<file path="src/rtl/seq_gen_tx.sv">
// ---------------------------------------------------------------------------
// seq_gen_tx -- serial pattern sequence transmitter
//
// Captures a pattern, a length and a repeat count on an accepted start.
// It then shifts the low 'len' bits of the pattern out MSB-first, one bit
// per clock, for reps+1 frames, and ends with a one-cycle done pulse.
//
// Optional feature (compile-time macro):
//   SEQ_GEN_TX_GAP_EN  defined   -> one idle GAP cycle between frames
//                      undefined -> frames are sent back-to-back
//
// Ports:
//   clk        in   rising-edge clock
//   rst        in   synchronous, active-high reset
//   start      in   transmit request, sampled only in IDLE
//   abort      in   synchronous abort of the current transmission
//   pattern    in   [WIDTH]            pattern bits, captured on start
//   len        in   [$clog2(WIDTH+1)]  bits per frame, clamped to WIDTH
//   reps       in   [4]                extra repetitions (frames = reps+1)
//   dout       out  serial data bit (0 whenever dvalid=0)
//   dvalid     out  dout carries a pattern bit
//   busy       out  high in every state except IDLE
//   done       out  one-cycle completion pulse
//   frame_cnt  out  [4] frames fully sent in the current transmission
// ---------------------------------------------------------------------------
module seq_gen_tx #(
    parameter int WIDTH = 8
) (
    input  logic                       clk,
    input  logic                       rst,
    input  logic                       start,
    input  logic                       abort,
    input  logic [WIDTH-1:0]           pattern,
    input  logic [$clog2(WIDTH+1)-1:0] len,
    input  logic [3:0]                 reps,
    output logic                       dout,
    output logic                       dvalid,
    output logic                       busy,
    output logic                       done,
    output logic [3:0]                 frame_cnt
);

    localparam int LW = $clog2(WIDTH+1);

    typedef enum logic [1:0] {
        IDLE  = 2'd0,
        SHIFT = 2'd1,
`ifdef SEQ_GEN_TX_GAP_EN
        GAP   = 2'd2,
`endif
        FIN   = 2'd3
    } state_t;

    state_t          state;
    logic [WIDTH-1:0] pat_q;   // captured pattern, frame MSB aligned to bit WIDTH-1
    logic [WIDTH-1:0] sh;      // working shift register for the current frame
    logic [LW-1:0]    len_q;
    logic [LW-1:0]    idx;     // index of the bit currently on dout
    logic [3:0]       reps_q;

    logic [LW-1:0]    len_c;
    logic [WIDTH-1:0] pat_al;
    logic             more_frames;

    // Clamp the requested length and left-align the pattern so the first
    // bit of every frame always sits at the MSB of the shift register.
    always_comb begin
        len_c  = (len > LW'(WIDTH)) ? LW'(WIDTH) : len;
        pat_al = pattern << (LW'(WIDTH) - len_c);
    end

    // Evaluated at bit 0 of a frame: another frame follows if the count of
    // completed frames (including this one) has not yet passed reps.
    assign more_frames = ({1'b0, frame_cnt} + 5'd1) <= {1'b0, reps_q};

    // busy decodes registered state only, so it never follows an input
    // combinationally.
    assign busy = (state != IDLE);

    always_ff @(posedge clk) begin
        if (rst) begin
            state     <= IDLE;
            pat_q     <= '0;
            sh        <= '0;
            len_q     <= '0;
            idx       <= '0;
            reps_q    <= '0;
            dout      <= 1'b0;
            dvalid    <= 1'b0;
            done      <= 1'b0;
            frame_cnt <= '0;
        end else begin
            // NOTE: done defaults low every cycle and is only raised on the
            // edge entering FIN; with non-blocking assignments the later
            // assignment in this block wins, giving a clean one-cycle pulse.
            done <= 1'b0;

            if (abort && state != IDLE) begin
                // frame_cnt deliberately holds its value on abort.
                state  <= IDLE;
                dvalid <= 1'b0;
                dout   <= 1'b0;
            end else begin
                case (state)
                    IDLE: begin
                        if (start && !abort) begin
                            pat_q  <= pat_al;
                            len_q  <= len_c;
                            reps_q <= reps;
                            if (len_c == '0) begin
                                state     <= FIN;
                                done      <= 1'b1;
                                frame_cnt <= reps + 4'd1;
                            end else begin
                                // First bit is presented in the cycle right
                                // after the accepting edge.
                                state     <= SHIFT;
                                frame_cnt <= '0;
                                dout      <= pat_al[WIDTH-1];
                                dvalid    <= 1'b1;
                                sh        <= pat_al << 1;
                                idx       <= len_c - 1'b1;
                            end
                        end
                    end

                    SHIFT: begin
                        if (idx != '0) begin
                            dout <= sh[WIDTH-1];
                            sh   <= sh << 1;
                            idx  <= idx - 1'b1;
                        end else if (more_frames) begin
                            frame_cnt <= frame_cnt + 4'd1;
`ifdef SEQ_GEN_TX_GAP_EN
                            state  <= GAP;
                            dvalid <= 1'b0;
                            dout   <= 1'b0;
`else
                            // Back-to-back: reload straight from the capture.
                            dout <= pat_q[WIDTH-1];
                            sh   <= pat_q << 1;
                            idx  <= len_q - 1'b1;
`endif
                        end else begin
                            state     <= FIN;
                            done      <= 1'b1;
                            frame_cnt <= reps_q + 4'd1;  // wraps to 0 for reps=15
                            dvalid    <= 1'b0;
                            dout      <= 1'b0;
                        end
                    end

`ifdef SEQ_GEN_TX_GAP_EN
                    GAP: begin
                        state  <= SHIFT;
                        dout   <= pat_q[WIDTH-1];
                        dvalid <= 1'b1;
                        sh     <= pat_q << 1;
                        idx    <= len_q - 1'b1;
                    end
`endif

                    FIN: begin
                        state <= IDLE;
                    end

                    default: begin
                        state  <= IDLE;
                        dvalid <= 1'b0;
                        dout   <= 1'b0;
                    end
                endcase
            end
        end
    end

endmodule
</file>
<file path="config.mk">
export PLATFORM = sky130hd
export DESIGN_NAME = seq_gen_tx
export DESIGN_NICKNAME = d
export VERILOG_FILES = /design/src/rtl/seq_gen_tx.sv
export SDC_FILE = /design/constraint.sdc
export NUM_CORES = 1
export LEC_CHECK = 0
export ABC_AREA = 0
export CAP_MARGIN = 20
export CORE_UTILIZATION = 56
export CTS_CLUSTER_SIZE = 12
export DETAILED_ROUTE_END_ITERATION = 8
export GPL_ROUTABILITY_DRIVEN = 0
export PLACE_DENSITY = 0.77
export SLEW_MARGIN = 40
export SYNTH_ARGS = -nofsm -noshare
export SYNTH_HDL_FRONTEND = slang
export SYNTH_SLANG_ARGS = --single-unit
</file>
<file path="constraint.sdc">
create_clock -name clk -period 5.1 [get_ports clk]
set_clock_uncertainty 0.2 [all_clocks]
set_input_delay 1.53 -clock clk [delete_from_list [all_inputs] [get_ports clk]]
set_output_delay 1.53 -clock clk [all_outputs]
set_load 0.005 [all_outputs]
</file>
==> qor.txt <==
Post-DP HPWL -> 3960 um
Syn avg cell area -> 8.02 um^2
Tmin final -> 4.08 ns
Clock slew seen by the registers of the worst setup and hold paths -> 0.08 ns
Core area -> 3770 um^2
Worst-path maximum fanout -> 9
Max Cap Viol -> 0
Fillers -> 321
Clk_lat worst skew -> 0.29 ns
Average routed wire per standard cell -> 15.0 um
WHS -> 0.259 ns
Synthesis Warnings -> 0
Tcrit/Tclk final -> 0.800
FMAX -> 245 MHz
Largest net degree at the start of global routing -> 20
Initial Util -> 0.602
Worst hold path class -> reg -> reg
CTS resizes -> 0
Root Buffer -> clkbuf_8
CP peak stage delay -> 0.61 ns
Least-Margin Pin Slew -> 0.603 ns
Clk sinks -> 36
CTS tree -> done
Power Density -> 285 nW/um^2
Initial DRC Count -> 198
Vias/cell -> 6.03
Outcome -> finished clean
Io pins -> 28
Chip width -> 65.6 um
Antenna diodes -> 0
Die Footprint -> 4310 um^2
Reg2Reg Depth -> 10
Cell mode on critical path -> nor2b_1
Nets@finish -> 335
Peak VDD IR -> 0.000216 V
WHS Path Cells -> 2
Gr usage total -> 0.277
Inserted Clock Buffers -> 5
Crit path required time -> 5.09 ns
Number of synthesized flops with an enable pin -> 0
Buffer count from post-CTS setup fixing -> 0
Ys flop type -> dfxtp_1
Reg-to-reg endpoint -> frame_cnt[1]
DRC -> 0
Critical path arrival -> 4.07 ns
Pleak -> 1.01 nW
Max_slew headroom -> 0.596
First-pass GRT wire length -> 9170 um
Layout area overhead -> 17.0%
Synth unique cells -> 50
Drt total wl -> 5330 um
Initial antenna violation count -> 0
Worst Hold End -> pat_q[0]
Port Buffers -> 27
Vias in the first global route -> 1977
Row cnt -> 22
GRT Residual Overflow -> 0
Final setup TNS -> 0 ns
Layout cells sized above 1 -> 0.0717
Setup violators final -> 0
Final Max Slew Viols -> 0
Hold Crit Start -> pat_q[0]
Drt pass-1 iters -> 4
Setup crit start -> len[3]
Critical path class -> in -> reg
CP Capture Type -> register
Reg2reg start -> frame_cnt[0]
Final Hold Viols -> 0
Max Root-Sink Buffers -> 2
Sequential area share after synthesis -> 0.318
Critical-path cell list -> clkdlybuf4s50_1 > nor2b_1 > inv_1 > ha_1 > nor3b_1 > nor2b_1 > o221ai_2 > a211oi_1 > a32o_1
Unrepaired setup endpoints after global routing -> no
Synth Cell Area -> 2270 um^2
Synthesized Nets -> 312
CTS Hold Bufs -> 0
Number of synthesized register bits -> 36
Die Ht -> 65.6 um
Post-synth ARST share -> 0
Synth Instances -> 283
Worst Setup Start Kind -> primary input
Antenna Nets Post-Route -> 0
Via count -> 2141
H-Tree Depth -> 2
Reg2reg setup slack -> 1.78 ns
Critical path's slowest cell -> clkdlybuf4s50_1
-- layout by cell type, fill, tap and decap left out, drive strengths merged, types with 4 or more instances in the layout --
cell type	netlist	routed
nand2	40	40
dfxtp	36	36
clkdlybuf4s50	0	27
a21oi	26	26
nor2	24	24
mux2i	17	17
nand3	12	12
inv	11	12
a211oi	11	11
o21ai	11	11
ha	9	9
clkbuf	9	6
xnor2	5	5
nor2b	5	5
and3	4	4
nor3	4	4
buf	6	4
o221ai	4	4
-- per-stage QoR --
step	std cells	worst slack (ns)	util	area, um^2	power, mW
floorplan	283	1.41	-	2270	0.482
global placement	346	0.808	0.676	2550	0.536
detailed placement	347	0.717	0.679	2560	0.541
CTS	355	1.04	0.704	2660	0.757
global route	355	0.711	0.704	2660	0.801
finish	355	1.02	0.704	2660	0.756
-- sequential cells by signal, indices dropped and copies added (netlist names) --
signal     flops
reps_q         4
len_q          4
frame_cnt      4
dout           1
idx            4
done           1
state          2
dvalid         1
sh             7
pat_q          8
-- area by class of cell --
class                           instances  area (um^2)  area share
Multi-Input combinational cell        221         1440       0.541
Sequential cell                        36          721       0.271
Inverter                               11         41.3      0.0156
Clock inverter                          2         13.8     0.00518
Timing Repair Buffer                   31          300       0.113
Clock buffer                            6         82.6      0.0311
Tap cell                               48         60.1      0.0226
-- worst max-delay path by stage --
stage	to	slack, ns	cells past startpoint
CTS	sh[6]	1.04	9
global route	frame_cnt[3]	0.71	9
global placement	sh[6]	0.81	9
floorplan	idx[2]	1.41	11
detailed placement	sh[6]	0.72	9
finish	sh[6]	1.02	9
-- metal layers --
metal | share of wire | wire (um) | track usage
met2 | 0.46 | 2450 | 0.438
met3 | 0.049 | 261 | 0.0521
met1 | 0.48 | 2570 | 0.388
met4 | 0.0083 | 44 | 0.0571
met5 | 0 | 0 | 0
-- report_power, final --
part | leakage [nW] | internal [mW] | switching [mW]
combinational | 0.660 | 0.0998 | 0.122
sequential | 0.294 | 0.299 | 0.0174
clock | 0.0516 | 0.110 | 0.107
total | 1.01 | 0.510 | 0.246
-- Yosys cell counts, drive strengths merged (2+ instances only) --
cell type  count  area share
nand2         40       0.066
dfxtp         36        0.32
a21oi         26       0.057
nor2          24       0.040
mux2i         17       0.075
nand3         12       0.026
a211oi        11       0.036
inv           11       0.018
o21ai         11       0.026
clkbuf         9       0.015
ha             9       0.050
buf            6       0.017
nor2b          5       0.014
xnor2          5       0.019
and3           4       0.011
nor3           4      0.0088
o221ai         4       0.018
a2111oi        3       0.012
a211o          3       0.012
a311oi         3       0.012
a32oi          3       0.012
nand2b         3      0.0083
nor3b          3      0.0099
xor2           3       0.012
a21o           2      0.0066
a31oi          2      0.0055
nand3b         2      0.0066
nor4           2       0.012
o211ai         2      0.0066
o21ba          2      0.0088
o22ai          2      0.0055
-- logic make-up after synthesis --
group / share of synthesized area
AND/OR/NAND/NOR: 0.221
AO/OA/AOI/OAI: 0.251
flip-flops: 0.318
buffers and inverters: 0.0502
multiplexers: 0.0800
adder cells (fa/ha/maj): 0.0496
XOR/XNOR: 0.0309
-- worst max-delay path, delay by kind of cell --
kind                     cells  cell delay, ns
buffers and inverters        2            0.68
adder cells (fa/ha/maj)      1            0.25
AND/OR/NAND/NOR              3            0.79
AO/OA/AOI/OAI                3            0.80
(Power assumes the default switching activity.)
